===== src/rtl/sram_serial_burst_ctrl_if.sv =====
// Signal bundle for sram_serial_burst_ctrl: serial load, pointer control,
// read/write requests, status and serial read-back outputs.
interface sram_serial_burst_ctrl_if #(
  parameter int DATA_WIDTH = 8,
  parameter int ADDR_WIDTH = 4
);
  logic                  serial_in;
  logic                  shift;
  logic                  addr_load;
  logic [ADDR_WIDTH-1:0] addr_in;
  logic                  w_en;
  logic                  r_en;
  logic [DATA_WIDTH-1:0] data_out;
  logic                  data_valid;
  logic                  busy;
  logic                  word_full;
  logic                  wr_err;
  logic [ADDR_WIDTH-1:0] ptr;
  logic                  sout;
  logic                  sout_valid;

  modport master (
    output serial_in, shift, addr_load, addr_in, w_en, r_en,
    input  data_out, data_valid, busy, word_full, wr_err, ptr, sout, sout_valid
  );

  modport slave (
    input  serial_in, shift, addr_load, addr_in, w_en, r_en,
    output data_out, data_valid, busy, word_full, wr_err, ptr, sout, sout_valid
  );
endinterface


===== src/rtl/sram_serial_burst_ctrl.sv =====
// Serial-load register-array SRAM with an auto-incrementing pointer and registered reads.
// Define SRAM_SERIAL_READBACK_EN to add the MSB-first serial read-back path (sout/sout_valid).
module sram_serial_burst_ctrl #(
  parameter int DATA_WIDTH = 8,
  parameter int ADDR_WIDTH = 4
) (
  input  logic                    clk,
  input  logic                    arst_n,
  sram_serial_burst_ctrl_if.slave bus
);
  localparam int DEPTH = 2 ** ADDR_WIDTH;
  localparam int CNT_W = $clog2(DATA_WIDTH + 1);
  localparam logic [CNT_W-1:0] FULL_CNT = CNT_W'(DATA_WIDTH);

`ifdef SRAM_SERIAL_READBACK_EN
  typedef enum logic [1:0] {IDLE, RD, RDOUT, SOUT} state_t;
  localparam int SCNT_W = $clog2(DATA_WIDTH);
  localparam logic [SCNT_W-1:0] LAST_BIT = SCNT_W'(DATA_WIDTH - 1);
  logic [DATA_WIDTH-1:0] osr_q, osr_d;
  logic [SCNT_W-1:0]     sout_cnt_q, sout_cnt_d;
`else
  typedef enum logic [1:0] {IDLE, RD, RDOUT} state_t;
`endif

  state_t                state_q, state_d;
  logic [DATA_WIDTH-1:0] sreg_q, sreg_d;
  logic [CNT_W-1:0]      bit_cnt_q, bit_cnt_d;
  logic [ADDR_WIDTH-1:0] ptr_q, ptr_d;
  logic [DATA_WIDTH-1:0] rd_q, rd_d;
  logic [DATA_WIDTH-1:0] data_out_q, data_out_d;
  logic                  data_valid_q, data_valid_d;
  logic                  wr_err_q, wr_err_d;
  logic                  word_full;
  logic                  mem_we;
  logic                  ptr_inc;
  logic [DATA_WIDTH-1:0] mem_q [DEPTH];

  assign word_full = (bit_cnt_q == FULL_CNT);

  always_comb begin
    state_d      = state_q;
    sreg_d       = sreg_q;
    bit_cnt_d    = bit_cnt_q;
    ptr_d        = ptr_q;
    rd_d         = rd_q;
    data_out_d   = data_out_q;
    data_valid_d = 1'b0;
    wr_err_d     = 1'b0;
    mem_we       = 1'b0;
    ptr_inc      = 1'b0;
`ifdef SRAM_SERIAL_READBACK_EN
    osr_d        = osr_q;
    sout_cnt_d   = sout_cnt_q;
`endif

    if (bus.shift) begin
      sreg_d = {sreg_q[DATA_WIDTH-2:0], bus.serial_in};
      if (!word_full) bit_cnt_d = bit_cnt_q + 1'b1;
    end

    case (state_q)
      IDLE: begin
        // Write wins over a simultaneous read; a shift on the write edge starts the next word.
        if (bus.w_en) begin
          if (word_full) begin
            mem_we    = 1'b1;
            ptr_inc   = 1'b1;
            bit_cnt_d = bus.shift ? CNT_W'(1) : '0;
          end else begin
            wr_err_d = 1'b1;
          end
        end else if (bus.r_en) begin
          rd_d    = mem_q[ptr_q];
          ptr_inc = 1'b1;
          state_d = RD;
        end
      end
      RD: begin
        data_out_d   = rd_q;
        data_valid_d = 1'b1;
        state_d      = RDOUT;
      end
`ifdef SRAM_SERIAL_READBACK_EN
      RDOUT: begin
        osr_d      = data_out_q;
        sout_cnt_d = '0;
        state_d    = SOUT;
      end
      SOUT: begin
        osr_d      = {osr_q[DATA_WIDTH-2:0], 1'b0};
        sout_cnt_d = sout_cnt_q + 1'b1;
        if (sout_cnt_q == LAST_BIT) state_d = IDLE;
      end
`else
      RDOUT: state_d = IDLE;
`endif
      default: state_d = IDLE;
    endcase

    if (bus.addr_load)  ptr_d = bus.addr_in;
    else if (ptr_inc)   ptr_d = ptr_q + 1'b1;
  end

  always_ff @(posedge clk or negedge arst_n) begin
    if (!arst_n) begin
      state_q      <= IDLE;
      sreg_q       <= '0;
      bit_cnt_q    <= '0;
      ptr_q        <= '0;
      rd_q         <= '0;
      data_out_q   <= '0;
      data_valid_q <= 1'b0;
      wr_err_q     <= 1'b0;
`ifdef SRAM_SERIAL_READBACK_EN
      osr_q        <= '0;
      sout_cnt_q   <= '0;
`endif
    end else begin
      state_q      <= state_d;
      sreg_q       <= sreg_d;
      bit_cnt_q    <= bit_cnt_d;
      ptr_q        <= ptr_d;
      rd_q         <= rd_d;
      data_out_q   <= data_out_d;
      data_valid_q <= data_valid_d;
      wr_err_q     <= wr_err_d;
`ifdef SRAM_SERIAL_READBACK_EN
      osr_q        <= osr_d;
      sout_cnt_q   <= sout_cnt_d;
`endif
    end
  end

  // Array contents deliberately survive reset.
  always_ff @(posedge clk) begin
    if (mem_we) mem_q[ptr_q] <= sreg_q;
  end

  assign bus.data_out   = data_out_q;
  assign bus.data_valid = data_valid_q;
  assign bus.busy       = (state_q != IDLE);
  assign bus.word_full  = word_full;
  assign bus.wr_err     = wr_err_q;
  assign bus.ptr        = ptr_q;
`ifdef SRAM_SERIAL_READBACK_EN
  assign bus.sout       = (state_q == SOUT) & osr_q[DATA_WIDTH-1];
  assign bus.sout_valid = (state_q == SOUT);
`else
  assign bus.sout       = 1'b0;
  assign bus.sout_valid = 1'b0;
`endif
endmodule


===== src/flat_wrapper.sv =====
// flat-port wrapper written by rule: the top's interface ports become plain ports
module sram_serial_burst_ctrl_flat 
#(
  parameter int DATA_WIDTH = 8,
  parameter int ADDR_WIDTH = 4
)
  (clk, arst_n, bus_serial_in, bus_shift, bus_addr_load, bus_addr_in, bus_w_en, bus_r_en, bus_data_out, bus_data_valid, bus_busy, bus_word_full, bus_wr_err, bus_ptr, bus_sout, bus_sout_valid);
  sram_serial_burst_ctrl_if #(.DATA_WIDTH(DATA_WIDTH), .ADDR_WIDTH(ADDR_WIDTH)) bus_i ();
  input  logic clk;
  input  logic arst_n;
  input wire logic [$bits(bus_i.serial_in)-1:0] bus_serial_in;
  input wire logic [$bits(bus_i.shift)-1:0] bus_shift;
  input wire logic [$bits(bus_i.addr_load)-1:0] bus_addr_load;
  input wire logic [$bits(bus_i.addr_in)-1:0] bus_addr_in;
  input wire logic [$bits(bus_i.w_en)-1:0] bus_w_en;
  input wire logic [$bits(bus_i.r_en)-1:0] bus_r_en;
  output wire logic [$bits(bus_i.data_out)-1:0] bus_data_out;
  output wire logic [$bits(bus_i.data_valid)-1:0] bus_data_valid;
  output wire logic [$bits(bus_i.busy)-1:0] bus_busy;
  output wire logic [$bits(bus_i.word_full)-1:0] bus_word_full;
  output wire logic [$bits(bus_i.wr_err)-1:0] bus_wr_err;
  output wire logic [$bits(bus_i.ptr)-1:0] bus_ptr;
  output wire logic [$bits(bus_i.sout)-1:0] bus_sout;
  output wire logic [$bits(bus_i.sout_valid)-1:0] bus_sout_valid;
  assign bus_i.serial_in = bus_serial_in;
  assign bus_i.shift = bus_shift;
  assign bus_i.addr_load = bus_addr_load;
  assign bus_i.addr_in = bus_addr_in;
  assign bus_i.w_en = bus_w_en;
  assign bus_i.r_en = bus_r_en;
  assign bus_data_out = bus_i.data_out;
  assign bus_data_valid = bus_i.data_valid;
  assign bus_busy = bus_i.busy;
  assign bus_word_full = bus_i.word_full;
  assign bus_wr_err = bus_i.wr_err;
  assign bus_ptr = bus_i.ptr;
  assign bus_sout = bus_i.sout;
  assign bus_sout_valid = bus_i.sout_valid;
  sram_serial_burst_ctrl #(.DATA_WIDTH(DATA_WIDTH), .ADDR_WIDTH(ADDR_WIDTH)) u_core (.clk(clk), .arst_n(arst_n), .bus(bus_i));
endmodule

===== config.mk =====
export PLATFORM = sky130hd
export DESIGN_NAME = sram_serial_burst_ctrl_flat
export DESIGN_NICKNAME = d
export VERILOG_FILES = /design/src/rtl/sram_serial_burst_ctrl_if.sv /design/src/rtl/sram_serial_burst_ctrl.sv /design/src/flat_wrapper.sv
export SDC_FILE = /design/constraint.sdc
export NUM_CORES = 1
export LEC_CHECK = 0
export ABC_CLOCK_PERIOD_IN_PS = 4500
export BUFFER_PORTS_ARGS = -buffer_cell sky130_fd_sc_hd__buf_2
export CORE_MARGIN = 2
export CORE_UTILIZATION = 55
export DETAILED_ROUTE_END_ITERATION = 12
export HOLD_SLACK_MARGIN = 0.08
export PLACE_DENSITY = 0.8
export SKIP_CTS_REPAIR_TIMING = 1
export SYNTH_ARGS = -nofsm -noshare
export SYNTH_HDL_FRONTEND = slang
export SYNTH_SLANG_ARGS = --single-unit
export TNS_END_PERCENT = 20

===== constraint.sdc =====
create_clock -name clk -period 4.5 [get_ports clk]
set_clock_uncertainty 0.1 [all_clocks]
set_input_delay 0.9 -clock clk [delete_from_list [all_inputs] [get_ports clk]]
set_output_delay 0.9 -clock clk [all_outputs]
set_load 0.01 [all_outputs]

After elaboration in Yosys (flattened, before gate mapping)
Memory sizes are Yosys's and may differ from the RTL's. A register that Yosys moved wholly into a read port is not among the register bits.
Cells that the tools add are included.
W data, S select, Z words.
- output and inout port bits: 18
- input port bits: 11
- memories: 1
- bits in writable memories: 128
- bits in registers: 28
- memories (memory ; words ; width ; rd ports ; clocked after Yosys merged registers in ; write ports ; line ; RTL):
    u_core.mem_q ; 16 ; 8 ; 1 ; 1 ; 1 ; sram_serial_burst_ctrl.sv:36 ; logic [DATA_WIDTH-1:0] mem_q [DEPTH];
- equality and inequality tests: 4
- reduce and logical (&&, ||, !) cells: 6
- mux-type cells: 23
- add/subtract/negate cells: 2
- bitwise gates (word level): 1
- operator list (kind ; number):
    $mux W4 ; 7
    $mux W1 ; 13
    $add A4 B1 Y4 const B ; 2
    $eq A4 B4 Y1 const B ; 1
    $mux W2 ; 2
    $ne A2 B2 Y1 const B ; 2
    $pmux W2 S2 ; 1
    $reduce_bool A2 Y1 ; 2
    $reduce_and A3 Y1 ; 1
    $eq A2 B1 Y1 const B ; 1
    $logic_not A2 Y1 ; 1
    $reduce_and A2 Y1 ; 1
    $logic_not A1 Y1 ; 1
    $not A1 Y1 ; 1

Depth between registers and ports, before layout
Gate-level depths: netlist of run 1.
- depth after elaboration: 6
- gate-level depth with buffers: 7
- mapped depth without buffers: 7

Least setup slack after synthesis of run 1
No wires, ideal clock.
- kind: input to register
- start: in bus_w_en
- end: mem u_core.mem_q[0][0] (enable)
- path slack: 1.800 ns
- stages on the path: 5
- data arrival time: 2.217 ns
- path through: or3b_1 -> buf_6 -> nor2_4 -> nand2_1 -> nor3_1
- word-level cells in the longest chain between the ends: 4
- RTL lines (what ; line ; RTL):
    start, declared ; flat_wrapper.sv:15 ; input wire logic [$bits(bus_i.w_en)-1:0] bus_w_en;
    $mux W1 ; sram_serial_burst_ctrl.sv:64 ; if (bus.w_en) begin
    $mux W1 ; sram_serial_burst_ctrl.sv:61 ; case (state_q)
    $mux W1 ; sram_serial_burst_ctrl.sv:136 ; if (mem_we) mem_q[ptr_q] <= sreg_q;
    $mux W1 (implied by the code) ; sram_serial_burst_ctrl.sv:136 ;
    end, declared ; sram_serial_burst_ctrl.sv:36 ;
No other way between the ends.

Final worst setup path of run 1
- start: in bus_w_en
- end: mem u_core.mem_q[0][2] (enable)
The elaborated chain is that of the path after synthesis.

==> flow_summary.ini, run 1 <==
[global_routing]
antenna_found_initial = 0
grt_usage_pct = 22.0
grtUsageMet3_pct = 4.99
grt_pass1_wl_mm = 20.3
grt_max_degree = 40
use_met1_pct = 29.4
gr-usage-met2_pct = 34.8
grt_pass1_vias = 3582
grt_busiest_layer = met2
gr-total-overflow = 0

[routing]
drt_first_pass_iters = 6
drtAntennaViolNets = 0
drt-total-wl_mm = 13.2
drt_iter0_markers = 394
vias_per_cell = 6.18
num_vias = 3744
routedWlPerCell_um = 21.7
route.detailed.drc = 0

[cells_and_area]
design_area_um2 = 7390
seqCellArea_um2 = 4750
nets = 463
n_antenna_cell = 0
nFillCells = 825
drive_above_1_share_pct = 18.3
multi_input_area_um2 = 1700
syn2layout_area_growth_pct = 11.4

[synth]
yosysTopAreaCellShare_pct = 57.9
ys_seq_area_share_pct = 71.5
ys_ff_latch = 164
synth_top_family_by_area = multiplexers
synthArstFlopShare_pct = 22.0
synth_xor_area_share_pct = 0.264
synth_compound_area_share_pct = 5.47
synth_edf_count = 128
post_synth_num_cell_types = 50
netlist_instances = 419
netlist_area_um2 = 6640
synth_area_per_cell_um2 = 15.8
synth_area_leaders = edfxtp_1 58%, dfrtp_1 14%, mux2i_1 6.2%
post-synth-top-area-cell = edfxtp_1
synth_mux_area_share_pct = 10.9
synthAdderAreaFrac_pct = 1.13
synth-simple-area-share_pct = 7.73
synth-main-ff-cell = edfxtp_1
ys_warn_count = 0

[floorplanning]
die_w_um = 114
core_um2 = 11900
die_h_um = 114
ioPinCount = 29
num_rows = 40
die-area_um2 = 13000
start_util_pct = 55.7

[sta]
final-max-slew-violation-count = 0
finalHoldViolations = 0
min_period_ns = 2.77
fmax_ghz = 0.361
setup_viol = 0
final.setup.tns_ns = 0
worst_pin_slew_ns = 1.05
max-slew-margin-rel_pct = 29.6
holdWs_ns = 0.368
rsz0062_at_grt = no
fin_crit_sh_pct = 61.5

[worst_setup_path]
worstPathRequired_ns = 4.44
max_stage_delay_ns = 0.80
cp-end-kind = flip-flop
critPathArrivalTime_ns = 2.71
worstPathCellList = buf_2, or3b_1, nor2_4, nand2_1, nor3_1
path_class = input pin to flip-flop
critPathMaxFanout = 8
critPathSlowestCell = nor3_1
startpoint_type = input pin

[clock_tree]
clk_pin_slew_ns = 0.06
h-tree-depth = 4
clkSinkCount = 164
clockBufferDepth = 2
cts_root_buf = clkbuf_16
clock_latency_ns = 0.42
cts_inserted_buffers = 17
cts_tree = yes

[power_and_ir_drop]
totalPowerFinal_mw = 3.77
combPwrFrac_pct = 10.3
p_sw_mw = 0.971
peakVddDrop_mv = 0.313
switching_share_pct = 25.8
clkPwrFrac_pct = 36.1
seqPwrFrac_pct = 53.6
powerDensity_nw_per_um2 = 510
intPower_mw = 2.79
leakage_nw = 2.69

[outcome]
status = finished, final reports clean

[place]
dp_hpwl_mm = 8.47
io_buffer_count = 26
gp_congestion = 0.953
placedInstanceArea_um2 = 6820

[job]
drv_cap = 0

[hold_path]
holdCritPathClass = flip-flop to flip-flop
==> final timing paths <==
check	from	endpoint	slack [ns]	cells past startpoint
worst max-delay path	bus_w_en	u_core.mem_q[0][2]	1.73	5
worst min-delay path	u_core.bus.data_out[0]	u_core.bus.data_out[0]	0.37	2
worst max register to register	u_core.bus.ptr[1]	u_core.mem_q[3][2]	1.75	3
worst min register to register	u_core.bus.data_out[0]	u_core.bus.data_out[0]	0.37	2
max in group asynchronous	arst_n	u_core.bus.ptr[1]	3.24	1
min in group asynchronous	arst_n	u_core.bus.data_out[3]	0.48	1
==> synthesized netlist by cell type (3+ instances only) <==
cell	count
a21oi_1	5
a221oi_1	5
a311oi_1	3
a31oi_1	10
buf_2	8
buf_4	4
buf_6	4
dfrtp_1	36
edfxtp_1	128
ha_1	6
inv_1	8
mux2_2	8
mux2i_1	41
mux4_2	10
nand2_1	42
nand3_1	5
nor2_1	30
nor2b_1	3
nor3_1	11
o21ai_1	8
o221ai_1	4
o2bb2ai_1	5
==> critical path, delay by kind of cell <==
family                 cells  cell delay [ns]
buffers and inverters      1             0.11
AND/OR/NAND/NOR            4             1.70
==> final cells by class <==
type / count / area share [%]
clock buffers: 21 / 6.37
clock inverters: 11 / 1.39
inverters: 9 / 0.457
multi-input cells: 225 / 23.0
flip-flops and latches: 164 / 64.2
well taps: 147 / 2.49
repair buffers: 29 / 2.07
==> flip-flops by register name, summed over array words and instances (netlist names) <==
register,count
u_core.mem_q,128
u_core.bus.data_out,8
u_core.rd_q,8
u_core.sreg_q,8
u_core.bit_cnt_q,4
u_core.bus.ptr,4
u_core.state_q,2
u_core.bus.data_valid,1
u_core.bus.wr_err,1
==> per-layer routing <==
| layer | share of wire (%) | vias up |
|---|---|---|
| met5 | 0 | - |
| met1 | 39 | 1862 |
| met2 | 50 | 203 |
| met3 | 8.0 | 29 |
| li1 | - | 1650 |
| met4 | 2.9 | 0 |
==> kinds of logic after synthesis <==
| logic type | count (synthesis) |
|---|---|
| AO/OA/AOI/OAI | 49 |
| XOR/XNOR | 2 |
| adder cells (fa/ha/maj) | 6 |
| buffers and inverters | 31 |
| flip-flops | 164 |
| multiplexers | 59 |
| other | 1 |
| AND/OR/NAND/NOR | 107 |
==> cells in the final DEF, fill, tap and decap left out, drive strengths merged, types with 2 or more instances in the layout <==
cell type  Yosys  final
buf           20     29
o2bb2ai        5      5
conb           1      2
nand3          5      5
and2           2      2
clkinvlp       0      3
edfxtp       128    128
o21ai          8      8
ha             6      6
clkinv         1      7
mux4          10     10
dfrtp         36     36
clkbuf         2     21
a311oi         3      3
inv            8      9
mux2i         41     41
nand4          2      2
nor3          11     11
o221ai         4      4
o211ai         2      2
mux2           8      8
nor2b          3      3
a21oi          5      5
nand3b         3      3
a31oi         10     10
nand2         42     42
nor2          31     31
a221oi         5      5
o32ai          2      2
==> through the flow <==
stage               std cells  worst slack (ns)  utilization [%]
detailed placement        574              1.33             57.2
floorplan                 420              1.80                -
CTS                       606              1.73             62.0
global placement          574              1.39             57.2
finish                    606              1.73             62.0
global route              606              1.50             62.0
==> power groups by stage <==
stage               clock network, mW  registers [mW]  logic [mW]
floorplan                           0            1.95       0.303
global placement                    0            2.04       0.372
detailed placement                  0            2.05       0.386
CTS                              1.38            2.02       0.391
global route                     1.44            2.04       0.432
finish                           1.36            2.02       0.389
Power figures use the tool's default switching activity.
==> run 2: changes to the inputs <==
--- a/config.mk
+++ b/config.mk
@@ -5,7 +5,8 @@
 export SDC_FILE = /design/constraint.sdc
 export NUM_CORES = 1
 export LEC_CHECK = 0
-export ABC_CLOCK_PERIOD_IN_PS = 4500
+export ABC_AREA = 1
+export ABC_CLOCK_PERIOD_IN_PS = 2640
 export BUFFER_PORTS_ARGS = -buffer_cell sky130_fd_sc_hd__buf_2
 export CORE_MARGIN = 2
 export CORE_UTILIZATION = 55
==> constraint.sdc (replaced) <==
create_clock -name clk -period 2.64 [get_ports clk]
set_clock_uncertainty 0.1 [all_clocks]
set_input_delay 0.528 -clock clk [delete_from_list [all_inputs] [get_ports clk]]
set_output_delay 0.528 -clock clk [all_outputs]
set_load 0.01 [all_outputs]
==> run 2 against run 1 <==
Compared with the run above:
- sequential share of layout area shrank 4.0 points
- worst setup slack lost 1.5 ns
- sequential power grew 61%
- sequential cell count is the same
==> flow_summary.ini, run 2 <==
[synth]
ys_warn_count = 0
ys_ff_latch = 164
synthArstFlopShare_pct = 22.0
yosysMostFrequentCell = nand2_1
synth_edf_count = 128
netlist_area_um2 = 7010
synth-main-ff-cell = edfxtp_1
post-synth-top-area-cell = edfxtp_1
ys_seq_area_share_pct = 67.7
synth_commonest_cells = 205 x nand2_1, 128 x edfxtp_1, 89 x inv_1
yosysTopAreaCellShare_pct = 54.9
post_synth_num_cell_types = 26
netlist_instances = 683
synth_area_leaders = edfxtp_1 55%, dfrtp_1 13%, nand2_1 11%
synth_area_per_cell_um2 = 10.3

[global_routing]
grt_pass1_wl_mm = 23.3
gr-total-overflow = 0
grt_pass1_vias = 4527
grt_max_degree = 45
grt_usage_pct = 23.7
antenna_found_initial = 0

[worst_setup_path]
startpoint_type = flip-flop
critPathArrivalTime_ns = 2.37
worstPathRequired_ns = 2.59
path_class = flip-flop to flip-flop
cp-end-kind = flip-flop
critPathMaxFanout = 8
reg2reg_slack_ns = 0.22

[cells_and_area]
regMostFlops = u_core.mem_q
largest_reg_flops = 128
nets = 736
syn2layout_area_growth_pct = 12.5
final_cells = 904
nFillCells = 979
final_common_cell = nand2_1
drive_above_1_share_pct = 11.2
design_area_um2 = 7880
mostFrequentLayoutCells = 205 x nand2_1, 128 x edfxtp_1, 89 x inv_1
n_antenna_cell = 0

[clock_tree]
clk_pin_slew_ns = 0.06
cts_inserted_buffers = 17
clock_latency_ns = 0.42
cts_root_buf = clkbuf_16
cts_tree = yes
clockBufferDepth = 2
h-tree-depth = 4
clkSinkCount = 164

[place]
placedInstanceArea_um2 = 7310
placed_cells = 872
gp_congestion = 0.943
dp_hpwl_mm = 9.81
io_buffer_count = 26

[sta]
rsz0062_at_grt = no
finalHoldViolations = 0
fin_crit_sh_pct = 91.6
max-slew-margin-rel_pct = 39.8
min_period_ns = 2.42
final.setup.tns_ns = 0
final-max-slew-violation-count = 0
worst_pin_slew_ns = 0.903
setup_viol = 0
holdWs_ns = 0.0846
fmax_ghz = 0.413

[routing]
drtAntennaViolNets = 0
drt-total-wl_mm = 15.0
num_vias = 4712
route.detailed.drc = 0
vias_per_cell = 5.21
drt_iter0_markers = 493
drt_first_pass_iters = 6
routedWlPerCell_um = 16.6

[job]
drv_cap = 0

[power_and_ir_drop]
peakVddDrop_mv = 0.626
powerDensity_nw_per_um2 = 849
leakage_nw = 3.41

[outcome]
status = finished, final reports clean

[hold_path]
holdCritPathClass = input pin to async pin

[floorplanning]
die_h_um = 117
die_w_um = 117
core_um2 = 12500
die-area_um2 = 13700
num_rows = 41
ioPinCount = 29
start_util_pct = 56.0
## run 2: path summary, 6_finish.rpt
check / from / endpoint / depth (start not counted)
setup / recovery: u_core.bit_cnt_q[1] / u_core.mem_q[0][5] / 8
hold / removal: arst_n / u_core.bus.data_out[3] / 1
setup reg to reg: u_core.bit_cnt_q[1] / u_core.mem_q[0][5] / 8
hold reg to reg: u_core.bus.data_out[7] / u_core.bus.data_out[7] / 2
max in group asynchronous: arst_n / u_core.bus.ptr[0] / 1
min in group clk: bus_serial_in / u_core.sreg_q[0] / 2
## run 2: power by group
part           total (mW)  internal (mW)  switching, mW  leakage [nW]
registers            3.26           3.02          0.238          1.58
logic                1.12          0.367          0.752          1.55
clock network        2.32           1.39          0.926         0.285
## run 2: cell families after synthesis
kind of cell             Yosys count  synth area share, %
AO/OA/AOI/OAI                     32                 2.32
XOR/XNOR                           5                0.625
flip-flops                       164                 67.7
adder cells (fa/ha/maj)            6                 1.07
multiplexers                       2                0.321
other                              1               0.0535
AND/OR/NAND/NOR                  353                 20.4
buffers and inverters            120                 7.50
## run 2: metal layers
layer	routed length, µm	global-route usage [%]	part of all wire [%]
met3	1190	4.89	7.9
met2	7370	38.0	49
met4	310	10.6	2.1
met5	0	0	0
met1	6150	31.7	41
## run 2: worst max-delay path: stages, from the launching register on
cell and delay, ns:
dfrtp_1 0.40, inv_1 0.09, ha_1 0.14, nand2_1 0.09, nor2_4 0.14, nand3_1 0.13, inv_1 0.20, nand2_1 0.22
nor2_1 0.54
## run 2: final cells by class
cell class,count,area (µm²),area share (%)
clock buffer,26,532,6.75
clock inverter,6,38.8,0.492
inverter,92,345,4.38
multi-input combinational,400,1740,22.1
sequential,164,4750,60.2
tap,172,215,2.73
timing repair buffer,44,265,3.37
## run 2: metrics by stage
stage	utilization [%]	power, mW	setup WS, ns
finish	63.0	6.69	0.221
global route	63.0	6.98	0.00420
CTS	63.0	6.71	0.241
detailed placement	58.4	4.41	0.272
global placement	58.4	4.37	0.385
floorplan	-	4.02	0.631
